==> src/rtl/cordic_result_writeback_arbiter_pkg.sv <==
`default_nettype none
// ============================================================================
// Module : cordic_result_writeback_arbiter_pkg
// Brief  : Core indices, per-core word counts and tag tables for result writeback.
// Rev    : 1.0  initial release
// ============================================================================
package cordic_result_writeback_arbiter_pkg;

  localparam int NUM_CORES = 8;
  localparam int DATA_W    = 32;
  localparam int MAX_WORDS = 3;
  localparam int TAG_W     = 16;
  localparam int CORE_W    = 3;
  localparam int CNT_W     = 2;

  localparam logic [CORE_W-1:0] CORE_SINCOS = 3'd0;
  localparam logic [CORE_W-1:0] CORE_SINH   = 3'd1;
  localparam logic [CORE_W-1:0] CORE_TANH   = 3'd2;
  localparam logic [CORE_W-1:0] CORE_ARCSIN = 3'd3;
  localparam logic [CORE_W-1:0] CORE_EXP    = 3'd4;
  localparam logic [CORE_W-1:0] CORE_LN     = 3'd5;
  localparam logic [CORE_W-1:0] CORE_SQRT   = 3'd6;
  localparam logic [CORE_W-1:0] CORE_ARCTAN = 3'd7;

  typedef enum logic [0:0] {
    ST_IDLE = 1'b0,
    ST_SEND = 1'b1
  } wb_state_t;

  function automatic logic [CNT_W-1:0] nwords(input logic [CORE_W-1:0] core);
    case (core)
      CORE_SINCOS, CORE_SINH, CORE_ARCSIN: nwords = 2'd2;
      CORE_TANH:                           nwords = 2'd3;
      default:                             nwords = 2'd1;
    endcase
  endfunction

  function automatic logic [TAG_W-1:0] word_tag(input logic [CORE_W-1:0] core,
                                                input logic [CNT_W-1:0]  word);
    case (core)
      CORE_EXP:    word_tag = 16'h000e;
      CORE_LN:     word_tag = 16'h000f;
      CORE_SQRT:   word_tag = 16'h000d;
      CORE_ARCTAN: word_tag = 16'h000b;
      CORE_TANH:   word_tag = (word == 2'd2) ? 16'h000b :
                              (word == 2'd1) ? 16'h000c : 16'h000a;
      default:     word_tag = (word == 2'd1) ? 16'h000c : 16'h000a;
    endcase
  endfunction

endpackage
`default_nettype wire

==> src/rtl/cordic_result_writeback_arbiter_if.sv <==
`default_nettype none
// ============================================================================
// Module : cordic_result_writeback_arbiter_if
// Brief  : Core-side done/result bus and FIFO-side write port of the arbiter.
// Rev    : 1.0  initial release
// ============================================================================
interface cordic_result_writeback_arbiter_if;
  import cordic_result_writeback_arbiter_pkg::*;

  logic [NUM_CORES-1:0]                  core_done;
  logic [NUM_CORES*MAX_WORDS*DATA_W-1:0] core_res;
  logic                                  wr_full;
  logic                                  wr_en;
  logic [TAG_W+DATA_W-1:0]               wr_data;
  logic [NUM_CORES-1:0]                  slot_busy;
  logic                                  overflow;

  modport master (
    input  core_done, core_res, wr_full,
    output wr_en, wr_data, slot_busy, overflow
  );

  modport slave (
    output core_done, core_res, wr_full,
    input  wr_en, wr_data, slot_busy, overflow
  );

endinterface
`default_nettype wire

==> src/rtl/cordic_result_writeback_arbiter_rr_pick.sv <==
`default_nettype none
// ============================================================================
// Module : cordic_rr_pick
// Brief  : First valid index at or after rr_ptr, wrapping; purely combinational.
// Rev    : 1.0  initial release
// ============================================================================
module cordic_rr_pick #(
  parameter int NUM_CORES = 8,
  parameter int CORE_W    = 3
) (
  input  logic [NUM_CORES-1:0] valid,
  input  logic [CORE_W-1:0]    rr_ptr,
  output logic [CORE_W-1:0]    grant,
  output logic                 any_valid
);

  logic [CORE_W-1:0] w_idx;

  // Scan farthest-first so the closest valid index to rr_ptr is written last.
  always_comb begin
    grant = '0;
    w_idx = '0;
    for (int k = NUM_CORES - 1; k >= 0; k--) begin
      w_idx = CORE_W'((int'(rr_ptr) + k) % NUM_CORES);
      if (valid[w_idx]) grant = w_idx;
    end
    any_valid = |valid;
  end

endmodule
`default_nettype wire

==> src/rtl/cordic_result_writeback_arbiter.sv <==
`default_nettype none
// ============================================================================
// Module : cordic_result_writeback_arbiter
// Brief  : Per-core result slots drained round-robin onto one tagged FIFO port.
// Rev    : 1.0  initial release
// ============================================================================
module cordic_result_writeback_arbiter
  import cordic_result_writeback_arbiter_pkg::*;
(
  input  logic                              clk,
  input  logic                              reset,
  cordic_result_writeback_arbiter_if.master bus
);

  localparam int SLOT_W = MAX_WORDS * DATA_W;

  logic [NUM_CORES-1:0] r_valid;
  logic [SLOT_W-1:0]    r_slot [NUM_CORES];
  wb_state_t            r_state, w_state_nxt;
  logic [CORE_W-1:0]    r_grant, r_rr_ptr, w_pick;
  logic [CNT_W-1:0]     r_word_cnt;
  logic                 r_overflow;
  logic                 w_any, w_wr_en, w_last;
  logic [NUM_CORES-1:0] w_release, w_drop;
  logic [SLOT_W-1:0]    w_sel;

  cordic_rr_pick #(
    .NUM_CORES (NUM_CORES),
    .CORE_W    (CORE_W)
  ) u_pick (
    .valid     (r_valid),
    .rr_ptr    (r_rr_ptr),
    .grant     (w_pick),
    .any_valid (w_any)
  );

  // A done on the release cycle of its own slot reloads instead of overflowing.
  for (genvar i = 0; i < NUM_CORES; i++) begin : g_slot_ctl
    assign w_release[i] = w_last && (r_grant == CORE_W'(i));
    assign w_drop[i]    = bus.core_done[i] && r_valid[i] && !w_release[i];
  end

  always_comb begin
    w_state_nxt = r_state;
    w_wr_en     = 1'b0;
    w_last      = 1'b0;
    case (r_state)
      ST_IDLE: if (w_any) w_state_nxt = ST_SEND;
      ST_SEND: begin
        w_wr_en = !bus.wr_full;
        if (w_wr_en && (r_word_cnt == nwords(r_grant) - 2'd1)) begin
          w_last      = 1'b1;
          w_state_nxt = ST_IDLE;
        end
      end
      default: w_state_nxt = ST_IDLE;
    endcase
  end

  always_ff @(posedge clk) begin
    if (reset) r_state <= ST_IDLE;
    else       r_state <= w_state_nxt;
  end

  always_ff @(posedge clk) begin
    if (reset) begin
      r_grant    <= '0;
      r_rr_ptr   <= '0;
      r_word_cnt <= '0;
    end else begin
      case (r_state)
        ST_IDLE: if (w_any) begin
          r_grant    <= w_pick;
          r_word_cnt <= '0;
        end
        ST_SEND: begin
          if (w_last) begin
            r_word_cnt <= '0;
            r_rr_ptr   <= (r_grant == CORE_W'(NUM_CORES - 1)) ? '0 : r_grant + 1'b1;
          end else if (w_wr_en) begin
            r_word_cnt <= r_word_cnt + 2'd1;
          end
        end
        default: ;
      endcase
    end
  end

  always_ff @(posedge clk) begin
    if (reset) begin
      r_valid    <= '0;
      r_overflow <= 1'b0;
    end else begin
      for (int i = 0; i < NUM_CORES; i++) begin
        if (bus.core_done[i] && (!r_valid[i] || w_release[i])) r_valid[i] <= 1'b1;
        else if (w_release[i])                                  r_valid[i] <= 1'b0;
      end
      r_overflow <= r_overflow | (|w_drop);
    end
  end

  always_ff @(posedge clk) begin
    for (int i = 0; i < NUM_CORES; i++) begin
      if (bus.core_done[i] && (!r_valid[i] || w_release[i]))
        r_slot[i] <= bus.core_res[i*SLOT_W +: SLOT_W];
    end
  end

  assign w_sel         = r_slot[r_grant];
  assign bus.wr_en     = w_wr_en;
  assign bus.wr_data   = {word_tag(r_grant, r_word_cnt), w_sel[32'(r_word_cnt)*DATA_W +: DATA_W]};
  assign bus.slot_busy = r_valid;
  assign bus.overflow  = r_overflow;

endmodule
`default_nettype wire

==> src/flat_wrapper.sv <==
// flat-port wrapper written by rule: the top's interface ports become plain ports
module cordic_result_writeback_arbiter_flat import cordic_result_writeback_arbiter_pkg::*;
  (clk, reset, bus_core_done, bus_core_res, bus_wr_full, bus_wr_en, bus_wr_data, bus_slot_busy, bus_overflow);
  cordic_result_writeback_arbiter_if bus_i ();
  input  logic clk;
  input  logic reset;
  input wire logic [$bits(bus_i.core_done)-1:0] bus_core_done;
  input wire logic [$bits(bus_i.core_res)-1:0] bus_core_res;
  input wire logic [$bits(bus_i.wr_full)-1:0] bus_wr_full;
  output wire logic [$bits(bus_i.wr_en)-1:0] bus_wr_en;
  output wire logic [$bits(bus_i.wr_data)-1:0] bus_wr_data;
  output wire logic [$bits(bus_i.slot_busy)-1:0] bus_slot_busy;
  output wire logic [$bits(bus_i.overflow)-1:0] bus_overflow;
  assign bus_i.core_done = bus_core_done;
  assign bus_i.core_res = bus_core_res;
  assign bus_i.wr_full = bus_wr_full;
  assign bus_wr_en = bus_i.wr_en;
  assign bus_wr_data = bus_i.wr_data;
  assign bus_slot_busy = bus_i.slot_busy;
  assign bus_overflow = bus_i.overflow;
  cordic_result_writeback_arbiter u_core (.clk(clk), .reset(reset), .bus(bus_i));
endmodule
==> config.mk <==
export PLATFORM = sky130hd
export DESIGN_NAME = cordic_result_writeback_arbiter_flat
export DESIGN_NICKNAME = d
export VERILOG_FILES = /design/src/rtl/cordic_result_writeback_arbiter_pkg.sv /design/src/rtl/cordic_result_writeback_arbiter_if.sv /design/src/rtl/cordic_result_writeback_arbiter_rr_pick.sv /design/src/rtl/cordic_result_writeback_arbiter.sv /design/src/flat_wrapper.sv
export SDC_FILE = /design/constraint.sdc
export NUM_CORES = 1
export LEC_CHECK = 0
export CORE_AREA = 2 2 323 325
export DETAILED_ROUTE_END_ITERATION = 7
export DIE_AREA = 0 0 325 327
export PLACE_DENSITY_LB_ADDON = 0.25
export REMOVE_ABC_BUFFERS = 1
export SYNTH_ARGS = -nofsm -noshare
export SYNTH_HDL_FRONTEND = slang
export SYNTH_HIERARCHICAL = 1
export SYNTH_SLANG_ARGS = --single-unit
==> constraint.sdc <==
create_clock -name clk -period 11.4 [get_ports clk]
set_input_delay 2.28 -clock clk [delete_from_list [all_inputs] [get_ports clk]]
set_output_delay 2.28 -clock clk [all_outputs]
set_load 0.05 [all_outputs]
== Word-level counts from Yosys, hierarchy flattened ==
Memories as Yosys holds them, arrays and structs flattened. A register that Yosys moved wholly into a read port is not among the register bits.
Index checks and enable logic that the tools add are counted.

* Output and inout bits: 58
* Input port bits: 779
* Bits in registers: 18
* Memories kept: 1
* Memory bits (writable): 768
* Logic and storage cells: 194

{| class="wikitable"
|+ Memory list
! memory !! depth !! bits a word !! rd ports !! clocked after Yosys merged registers in !! wr ports !! RTL line !! source
|-
| u_core.r_slot || 8 || 96 || 1 || 1 || 8 || cordic_result_writeback_arbiter.sv:18 || <nowiki>logic [SLOT_W-1:0] r_slot [NUM_CORES];</nowiki>
|}

* $lt $le $gt $ge: 8
* $add $sub $neg: 10
* Reduce and logical (&&, ||, !) cells: 73
* Eq/ne operators: 12
* Shift-type cells: 1
* Bitwise gates (word level): 2
* Multiplexer cells: 74

{| class="wikitable"
|+ Operators by type and width
! cell !! count
|-
| $shiftx 96x8->32 || 1
|-
| $pmux 16 s5 || 1
|-
| $mux 1 || 45
|-
| $mux 3 || 12
|-
| $logic_and 1x1->1 || 33
|-
| $lt 3x4->1 const B || 8
|-
| $bmux 1 s3 || 8
|-
| $logic_not 1->1 || 17
|-
| $mux 16 || 1
|-
| $reduce_bool 2->1 || 8
|-
| $reduce_or 8->1 || 2
|-
| $add 3x3->3 const B || 4
|-
| $eq 3x3->1 const B || 4
|-
| $logic_or 1x1->1 || 8
|-
| $mux 2 || 4
|-
| $pmux 2 s2 || 2
|-
| $add 3x1->3 const B || 2
|-
| $add 3x2->3 const B || 2
|-
| $eq 3x2->1 const B || 2
|-
| $reduce_and 2->1 || 3
|-
| $eq 3x1->1 const B || 1
|-
| $logic_not 3->1 || 1
|-
| $ne 3x3->1 const B || 1
|-
| $reduce_or 3->1 || 1
|-
| other kinds (9) || 9
|}

== Depth between registers and ports, before layout ==
Gate-level depths: netlist of the first run.

* Depth in word-level cells: 14
* Gate-level depth with buffers: 12

== Hierarchy ==
The synthesis of the first run kept the hierarchy.

{| class="wikitable"
|+ By module, submodules not included
! module !! times used !! sequential area each (um2) !! area an instance (um2) !! cells each
|-
| cordic_result_writeback_arbiter || 1 || 23,482.5 || 30,374.1 || 1,319
|-
| cordic_rr_pick || 1 || 0.0 || 792.0 || 85
|}

== Worst setup path before layout of the first run ==
OpenSTA, ideal clock, no wires.

* Path kind: input -> register
* Start: input bus_wr_full
* End: memory u_core/r_slot[2][0] (netlist name) (enable)
* Data required time: 10,702 ps
* Stages: 5
* Buffers on the path: 1
* Setup slack: 673 ps
* Arrival time: 10,028 ps
* Cell sequence: nand2b_1 inv_1 buf_2 nand4_1 a21boi_0

{| class="wikitable"
|+ RTL lines
! what !! RTL line !! source
|-
| start: declaration || flat_wrapper.sv:9 || <nowiki>input wire logic [$bits(bus_i.wr_full)-1:0] bus_wr_full;</nowiki>
|-
| end: declaration || cordic_result_writeback_arbiter.sv:18 ||
|}

==> results.txt, run 1 <==
outcome: finished clean
total placed instance area: 41000 µm²
CTS H-tree lvls: 3
top library cells by usage in the layout, fill and taps aside: clkdlybuf4s50_1, edfxtp_1, mux4_2
final-layout worst hold slack: 0.538 ns
largest fanout on the critical path: 39
Post-CTS Hold Buffers: 0
share of post-route cells with drive strength above 1: 17.6%
Die Span Y: 327 µm
critical setup path kind: reg2out
Post-Route Skew: 0.0265 ns
post-route insts no fill: 3747
die width: 325 µm
Hold Violations, Final: 0
nature of the critical path endpoint: output pin
initial cell density of the core: 30.3%
input/output buffers: 823
clock share of power: 32.1%
area of all sequential standard cells: 23500 µm²
via total after detailed routing: 18100
net switching share of the total power: 29.2%
Filler Cells Inserted: 9080
share of the synthesized area in the top cell type: 74.0%
area of combinational cells with multiple inputs: 7190 µm²
maximum number of pins on one net before global-route repair: 121
TritonCTS clock tree: yes
area of the mapped netlist: 31200 µm²
placement-stage worst setup slack: 5.03 ns
net count reported at finish: 3056
yosys synthesis warning count: 6
number of optimization iterations in the first detailed-route pass: 5
maximum clock frequency: 149 MHz
crit share post-route: 58.9%
Worst VDD drop: 135 µV
DRC violation total after the first TritonRoute iteration: 1477
number of top-level design ports: 837
routed vias/inst: 4.82
synthesized netlist cell count: 1404
post-route cell area: 43900 µm²
via count of the first global-routing pass: 19900
clock root buffer: clkbuf_16
leakage power summed over all cells: 14.3 nW
Critical Path Start Type: flip-flop
commonest non-fill, non-tap cell in the layout: clkdlybuf4s50_1
RePlAce Congestion: 0.819
unique cell type count in the Yosys netlist: 54
post-CTS setup buffer count: 0
Internal Dissipation: 6.13 mW
transition time of the tightest slew-check pin: 1.17 ns
clock slew seen by the registers of the worst setup and hold paths: 0.06 ns
Net Sw Power: 2.52 mW
Post-Syn Area per Cell: 22.2 µm²
most area-hungry cell type in the Yosys netlist: edfxtp_1
layout-stage area growth over the synthesis result: 40.7%
WP data arrival: 4.44 ns
clock buffer count from CTS: 88
register area share after synthesis: 75.3%
synth top area cells: edfxtp_1, mux4_2, dfxtp_1
max-slew violations: 0
max_cap viols: 0
latest clock arrival within the worst-skew pair: 0.67 ns
time the final worst path needs with I/O delays and setup: 6.72 ns
setup repair after global routing missed its margin: no
maximum buffer depth of the clock tree: 3
first-pass GRT wire length: 146000 µm
# setup viols final: 0
slew margin rel.: 21.9%
asr flop ratio synth: 0%
antenna violations before repair: 40
die footprint: 106000 µm²
post-detailed-routing wire length: 105000 µm
DRC Markers: 0
placed cell count: 3556
Detailed Place HPWL: 72300 µm
overflow left after global routing: 0
Resized Gates After CTS: 0
combinational cell fraction of total power: 26.9%
Register-to-Register Setup Slack: 7.25 ns
required arrival time at the worst endpoint: 9.12 ns
Core Box Area: 103000 µm²
number of nets with antenna violations after routing: 0
proportion of power drawn by flip-flops and latches: 41.0%
total power draw: 8.66 mW
flip-flop and latch count after synthesis: 789
# rows: 118
global-route total usage across every layer: 19.4%
clock net sink count: 789
power density of the placed cells: 197 nW/µm²
class of the tightest hold or removal check: reg2reg
number of flops mapped to enable cells by yosys: 768
detailed-route wire length per cell: 28.0 µm
most used flip-flop cell after synthesis: edfxtp_1
Worst Setup Slack, final: 4.68 ns
metrics by stage:
step | TNS (ns) | util [%]
4_1_cts | 0 | 42.5
2_1_floorplan | -10.45 | -
6_report | 0 | 42.6
3_5_place_dp | 0 | 39.8
5_1_grt | 0 | 42.6
3_3_place_gp | 0 | 39.8
cell type report:
cell class	instances	share of cell area, %
clock inverters	61	1.26
clock buffers	102	5.19
multi-input cells	516	16.4
inverters	24	0.205
flip-flops and latches	789	53.6
repair buffers	847	19.3
well taps	1380	3.94
diodes	28	0.160
cells in the mapped netlist (7+ instances only):
master and instances:
o21ai_1 33, a21oi_1 23, dfxtp_1 21, buf_2 16, buf_6 15, ha_1 11, nor2_1 24, buf_4 13
clkbuf_1 30, buf_1 12, edfxtp_1 768, nor2b_1 7, o21ai_0 9, nand2_1 51, mux2i_1 38, mux4_2 233
inv_1 22
metal layers:
layer	global-route usage, %	share of wire, %	up-vias	wire length, µm
met5	0	0.15	-	158
li1	-	-	7668	-
met4	6.88	2.7	28	2810
met3	4.67	7.3	172	7670
met1	23.4	38	9319	39800
met2	33.8	52	873	54400
kinds of logic (layout without fill, tap and decap cells):
logic type	Yosys count	count (layout)	synth area share, %
flip-flops	789	789	75.3
multiplexers	279	279	18.5
buffers and inverters	110	1034	1.91
AND/OR/NAND/NOR	105	105	1.50
AO/OA/AOI/OAI	101	101	2.06
adder cells (fa/ha/maj)	11	11	0.442
XOR/XNOR	7	7	0.197
other	2	41	0.0241
power groups by stage:
stage	sequential, mW	combinational, mW	clock [mW]
2_1_floorplan	3.74	1.59	0
3_3_place_gp	3.61	2.34	0
3_5_place_dp	3.62	2.35	0
4_1_cts	3.56	2.36	2.84
5_1_grt	3.57	2.46	2.96
6_report	3.55	2.33	2.78
flip-flops by register name, indices dropped and copies added (netlist names), named ones only:
name                  count
u_core/r_word_cnt         2
u_core/bus.overflow       1
u_core/r_rr_ptr           3
u_core/r_state            1
u_core/bus.slot_busy      8
u_core/r_slot           768
u_core/r_grant            3
final timing paths:
| check | start | cells past startpoint | to |
|---|---|---|---|
| max | flip-flop | 6 | bus_wr_data[13] |
| min | u_core/r_state$_SDFF_PP0_ | 2 | u_core/r_state$_SDFF_PP0_ |
| max reg2reg | u_core/r_grant[0]$_SDFFE_PP0P_ | 8 | u_core/r_slot[3][23]$_DFFE_PP_ |
| min reg2reg | u_core/r_state$_SDFF_PP0_ | 2 | u_core/r_state$_SDFF_PP0_ |
critical path: stages, from the launching register on:
cell and delay, ns:
dfxtp_4 0.82, buf_4 0.75, mux4_2 0.59, mux4_2 0.47
nand2_1 0.20, o21ai_1 0.10, clkdlybuf4s50_1 0.76
Note: power is estimated with default switching activity, not from simulation.
==> run 2, diff against run 1 <==
==> constraint.sdc (replaced) <==
create_clock -name clk -period 6.5 [get_ports clk]
set_input_delay 1.3 -clock clk [delete_from_list [all_inputs] [get_ports clk]]
set_output_delay 1.3 -clock clk [all_outputs]
set_load 0.05 [all_outputs]
==> run 2 against run 1 <==
  * Sequential share of layout area down 0.41 points
  * Clock-buffer cell count down 2
  * Clock power up 86%
  * Cell area up 0.77%
  * Critical endpoint is now bus_wr_data[30]
==> results.txt, run 2 (synthesized netlist as in run 1, its figures left out) <==
crit share post-route: 82.2%
input/output buffers: 823 (unchanged)
antenna violations before repair: 42 (+5.0%)
die footprint: 106000 µm² (unchanged)
leakage power summed over all cells: 14.4 nW (+0.87%)
number of nets with antenna violations after routing: 0 (unchanged)
cell type group with the largest total delay on the critical path: buffers and inverters
die width: 325 µm (unchanged)
RePlAce Congestion: 0.848 (+3.6%)
nature of the critical path endpoint: output pin
Critical Path Start Type: flip-flop
net count reported at finish: 3064 (+0.26%)
Die Span Y: 327 µm (unchanged)
number of top-level design ports: 837 (unchanged)
layout-stage area growth over the synthesis result: 41.8%
GR met2 Demand/Resource: 34.9% (+1.1 points)
area of combinational cells with multiple inputs: 7190 µm² (unchanged)
register bank with the most flops: u_core/r_slot
class of the tightest hold or removal check: reg2reg
placed cell count: 3565 (+0.25%)
clock net sink count: 789 (unchanged)
area of all sequential standard cells: 23500 µm² (unchanged)
time the final worst path needs with I/O delays and setup: 5.34 ns
chain of cells forming the critical path: buf_12 -> buf_4 -> mux4_2 -> mux4_2 -> nand2_1 -> o21ai_1 -> clkdlybuf4s50_1
via count of the first global-routing pass: 20000 (+0.94%)
via total after detailed routing: 18100 (+0.45%)
first-pass GRT wire length: 147000 µm (+1.1%)
# setup viols final: 0 (unchanged)
share of post-route cells with drive strength above 1: 18.0% (+0.41 points)
number of optimization iterations in the first detailed-route pass: 5 (unchanged)
DRC violation total after the first TritonRoute iteration: 1394 (-5.6%)
Largest register FFs: 768 (unchanged)
critical setup path kind: reg2out
post-route insts no fill: 3752 (+0.13%)
Post-Route Skew: 0.0252 ns (-0.00133 ns)
cell seen most often among critical-path stages: mux4_2
outcome: finished clean
DRC Markers: 0 (unchanged)
Filler Cells Inserted: 9049 (-0.34%)
post-detailed-routing wire length: 106000 µm (+0.99%)
routed vias/inst: 4.84 (+0.31%)
r2r startpoint: u_core/r_grant[0]$_SDFFE_PP0P_
Detailed Place HPWL: 73800 µm (+2.1%)
total placed instance area: 41100 µm² (+0.44%)
maximum buffer depth of the clock tree: 3 (unchanged)
CP Buf/Inv Count: 3 (+1)
largest fanout on the critical path: 26 (-33%)
Hold Violations, Final: 0 (unchanged)
Resized Gates After CTS: 0 (unchanged)
Critical Path Max Stage Delay: 0.75 ns (-0.07 ns)
power density of the placed cells: 351 nW/µm² (+78%)
Core Box Area: 103000 µm² (unchanged)
clock slew seen by the registers of the worst setup and hold paths: 0.06 ns (about the same)
transition time of the tightest slew-check pin: 1.08 ns (-0.0900 ns)
global routing usage on met1: 23.2% (-0.16 points)
top library cells by usage in the layout, fill and taps aside: clkdlybuf4s50_1, edfxtp_1, mux4_2
global routing usage on met3: 4.62% (-0.048 points)
clock buffer count from CTS: 87 (-1.1%)
post-CTS setup buffer count: 0 (unchanged)
WP data arrival: 4.04 ns (-0.40 ns)
TritonCTS clock tree: yes
Worst VDD drop: 196 µV (+45%)
layer with the highest usage after global routing: met2
total power draw: 15.5 mW (+79%)
detailed-route wire length per cell: 28.2 µm (+0.86%)
post-route cell area: 44200 µm² (+0.77%)
latest clock arrival within the worst-skew pair: 0.65 ns (-0.02 ns)
max-slew violations: 0 (unchanged)
clock root buffer: clkbuf_16
slew margin rel.: 27.9% (+6.0 points)
CTS H-tree lvls: 3 (unchanged)
commonest non-fill, non-tap cell in the layout: clkdlybuf4s50_1
setup repair after global routing missed its margin: no
max_cap viols: 0 (unchanged)
overflow left after global routing: 0 (unchanged)
HP Start: u_core/r_state$_SDFF_PP0_
Post-CTS Hold Buffers: 0 (unchanged)
master of the slowest instance on the critical path: dfxtp_4
initial cell density of the core: 30.3% (unchanged)
# rows: 118 (unchanged)
maximum number of pins on one net before global-route repair: 97 (-20%)
required arrival time at the worst endpoint: 5.20 ns (-3.92 ns)
maximum clock frequency: 187 MHz
global-route total usage across every layer: 19.6% (+0.20 points)
==> run 2: cell types whose count changed in the layout (fill, tap and decap cells not counted), moves of 2 or more <==
cell / before / now
bufinv_16: 7 / 14
clkinv_2: 18 / 8
clkinv_1: 20 / 18
buf_12: 3 / 12
clkinvlp_4: 5 / 11
diode_2: 28 / 25
inv_16: 0 / 2
clkinv_8: 3 / 1
clkbuf_16: 89 / 87
==> run 2: final timing paths <==
kind,endpoint,slack (ns),cells after the start
max,bus_wr_data[30],1.16,7
min reg2reg,u_core/r_state$_SDFF_PP0_,0.54,2
min,u_core/r_state$_SDFF_PP0_,0.54,2
max reg2reg,u_core/r_slot[1][19]$_DFFE_PP_,2.74,8
==> run 2: metal layers <==
metal	vias to the layer above	share of wire [%]	wire, µm
met5	-	0.20	207
met4	32	2.3	2390
met3	161	7.2	7670
met2	834	53	55600
met1	9435	38	40000
li1	7679	-	-
==> run 2: worst register-to-register path, cell delays in order (launching register included) <==
cell	delay, ns
dfxtp_1	0.41
inv_1	0.11
ha_1	0.28
nor2b_1	0.24
o31ai_2	0.48
nand2_1	0.28
o31ai_1	0.41
and2_4	0.69
buf_4	0.50
==> run 2: where the power goes <==
| group | switching (mW) | internal, mW | leakage [nW] |
|---|---|---|---|
| logic | 2.08 | 2.02 | 5.52 |
| registers | 0.296 | 5.97 | 7.49 |
| clock network | 2.11 | 3.05 | 1.42 |
| total | 4.48 | 11.0 | 14.4 |
==> run 2: per-stage QoR <==
| step | hold WS (ns) | util [%] | TNS (ns) | worst slack, ns |
|---|---|---|---|---|
| 5_1_grt | 0.550 | 42.9 | 0 | 0.926 |
| 6_report | 0.544 | 42.9 | 0 | 1.16 |
| 3_5_place_dp | 0.527 | 40.0 | 0 | 1.76 |
| 2_1_floorplan | 0.482 | - | -702.24 | -4.25 |
| 4_1_cts | 0.536 | 42.9 | 0 | 1.02 |
| 3_3_place_gp | 0.524 | 40.0 | 0 | 1.78 |
==> run 2: cell type report <==
cell class | count | area share [%]
sequential | 789 | 53.2
timing repair buffer | 856 | 19.5
multi-input combinational | 516 | 16.3
clock buffer | 100 | 5.06
tap | 1380 | 3.91
clock inverter | 62 | 1.72
inverter | 24 | 0.204
antenna | 25 | 0.142
==> run 3, diff against run 2 <==
==> constraint.sdc (replaced) <==
create_clock -name clk -period 5.3 [get_ports clk]
set_input_delay 1.06 -clock clk [delete_from_list [all_inputs] [get_ports clk]]
set_output_delay 1.06 -clock clk [all_outputs]
set_load 0.05 [all_outputs]
==> run 3 against run 2 <==
  * Global-route usage hardly changed
  * Cell count hardly changed
  * Sequential share of layout area hardly changed
  * Combinational power is 25% higher
  * First-iteration DRC count is 11% higher
  * Clock skew is 0.010 ns higher
  * Flip-flop and latch count stayed put
  * Largest cell class unchanged
  * Largest power group unchanged
==> results.txt, run 3 (synthesized netlist as in run 1, its figures left out) <==
outcome: finished clean
power density of the placed cells: 427 nW/µm² (+21%)
share of post-route cells with drive strength above 1: 17.8% (-0.21 points)
die footprint: 106000 µm² (unchanged)
final-layout worst hold slack: 0.530 ns (-0.0138 ns)
detailed-route wire length per cell: 28.1 µm (-0.32%)
leakage power summed over all cells: 14.5 nW (+0.25%)
via count of the first global-routing pass: 20000 (-0.28%)
global-route total usage across every layer: 19.5% (-0.039 points)
Die Span Y: 327 µm (unchanged)
latest clock arrival within the worst-skew pair: 0.68 ns (+0.03 ns)
aggregate negative setup slack: 0 ns (unchanged)
Net Sw Power: 5.49 mW (+22%)
RePlAce Congestion: 0.832 (-1.8%)
Detailed Place HPWL: 74000 µm (+0.29%)
antenna violations before repair: 39 (-7.1%)
time the final worst path needs with I/O delays and setup: 4.93 ns
clock net sink count: 789 (unchanged)
placement-stage worst setup slack: 0.928 ns (-0.832 ns)
Largest register FFs: 768 (unchanged)
# setup viols final: 0 (unchanged)
crit share post-route: 93.0%
input/output buffers: 823 (unchanged)
die width: 325 µm (unchanged)
Post-CTS Hold Buffers: 0 (unchanged)
CTS H-tree lvls: 3 (unchanged)
register bank with the most flops: u_core/r_slot
maximum clock frequency: 203 MHz
worst min-delay path endpoint: u_core/r_state$_SDFF_PP0_
length in cells of the worst reg-to-reg path: 8 (unchanged)
largest fanout on the critical path: 25 (-3.8%)
layout-stage area growth over the synthesis result: 41.9% (about the same)
combinational cell fraction of total power: 27.2% (+0.8 points)
Core Box Area: 103000 µm² (unchanged)
first-pass GRT wire length: 147000 µm (-0.19%)
post-CTS setup buffer count: 0 (unchanged)
max-slew violations: 0 (unchanged)
number of optimization iterations in the first detailed-route pass: 5 (unchanged)
required arrival time at the worst endpoint: 4.24 ns (-0.96 ns)
endpoint of the lowest-slack register-to-register path: u_core/r_slot[1][89]$_DFFE_PP_
Worst Setup Slack, final: 0.370 ns (-0.786 ns)
# rows: 118 (unchanged)
TritonCTS clock tree: yes
post-detailed-routing wire length: 106000 µm (-0.24%)
Critical Path Start Type: flip-flop
routed vias/inst: 4.83 (-0.16%)
worst hold path cell count: 2 (unchanged)
Resized Gates After CTS: 0 (unchanged)
commonest non-fill, non-tap cell in the layout: clkdlybuf4s50_1
Hold Violations, Final: 0 (unchanged)
clock buffer count from CTS: 87 (unchanged)
max_cap viols: 0 (unchanged)
maximum buffer depth of the clock tree: 3 (unchanged)
number of nets with antenna violations after routing: 0 (unchanged)
nature of the critical path endpoint: output pin
Filler Cells Inserted: 8947 (-1.1%)
net count reported at finish: 3070 (+0.20%)
HP Start: u_core/r_state$_SDFF_PP0_
proportion of power drawn by flip-flops and latches: 40.5% (about the same)
area of combinational cells with multiple inputs: 7190 µm² (unchanged)
via total after detailed routing: 18100 (-0.077%)
transition time of the tightest slew-check pin: 0.912 ns (-0.169 ns)
r2r startpoint: u_core/r_grant[2]$_SDFFE_PP0P_
net switching share of the total power: 29.1% (+0.20 points)
slew margin rel.: 39.2% (+11 points)
initial cell density of the core: 30.3% (unchanged)
clock share of power: 32.3% (-1.0 points)
setup repair after global routing missed its margin: no
area of all sequential standard cells: 23500 µm² (unchanged)
DRC violation total after the first TritonRoute iteration: 1548 (+11%)
total power draw: 18.9 mW (+22%)
Worst VDD drop: 270 µV (+38%)
DRC Markers: 0 (unchanged)
top library cells by usage in the layout, fill and taps aside: clkdlybuf4s50_1, edfxtp_1, mux4_2
maximum number of pins on one net before global-route repair: 97 (unchanged)
critical setup path kind: reg2out
clock slew seen by the registers of the worst setup and hold paths: 0.05 ns (about the same)
class of the tightest hold or removal check: reg2reg
Post-Route Skew: 0.0356 ns (+0.0104 ns)
Register-to-Register Setup Slack: 1.81 ns (-0.93 ns)
number of top-level design ports: 837 (unchanged)
post-route cell area: 44200 µm² (about the same)
WP data arrival: 3.87 ns (-0.17 ns)
Internal Dissipation: 13.4 mW (+21%)
overflow left after global routing: 0 (unchanged)
total placed instance area: 41300 µm² (+0.38%)
clock root buffer: clkbuf_16
==> run 3: power groups by stage <==
stage | Sequential (mW) | Combinational (mW) | Clock (mW)
after detailed placement | 7.78 | 5.18 | 0
after CTS | 7.66 | 5.20 | 6.24
after global routing | 7.69 | 5.42 | 6.50
after floorplan | 8.04 | 3.42 | 0
after global placement | 7.77 | 5.14 | 0
final | 7.64 | 5.13 | 6.10
==> run 3: cell type report <==
cell class | instances | area share (%)
tap | 1380 | 3.90
clock inverter | 57 | 1.43
inverter | 24 | 0.204
multi-input combinational | 516 | 16.2
timing repair buffer | 862 | 19.9
sequential | 789 | 53.1
clock buffer | 104 | 5.07
antenna | 23 | 0.130
==> run 3: per-layer routing <==
metal | GRT usage (%) | share of wire, % | up-vias
met3 | 4.62 | 7.2 | 136
met5 | 0 | 0.17 | -
met4 | 6.01 | 2.1 | 26
met2 | 34.9 | 53 | 854
li1 | - | - | 7691
met1 | 23.2 | 37 | 9420
==> run 3: worst max-delay path, cell delays in order (launching register included) <==
cell and delay [ns]:
dfxtp_4 0.68, buf_12 0.27, buf_12 0.25, mux4_2 0.54, mux4_2 0.49, nand2_1 0.08
o21ai_1 0.08, clkdlybuf4s50_1 0.80
==> run 3: per-stage QoR <==
step	instances	utilization [%]
6_report	3755	43.0
5_1_grt	3750	43.0
4_1_cts	3732	42.9
3_5_place_dp	3571	40.1
3_3_place_gp	3571	40.1
2_1_floorplan	1329	-
==> run 3: how the worst max path moves through the flow <==
stage / start / to / depth (start not counted)
after detailed placement: flip-flop / bus_wr_data[3] / 7
after CTS: flip-flop / bus_wr_data[3] / 7
after global routing: flip-flop / bus_wr_data[29] / 6
final: flip-flop / bus_wr_data[3] / 7
after global placement: flip-flop / bus_wr_data[3] / 7
after floorplan: flip-flop / bus_wr_data[0] / 3
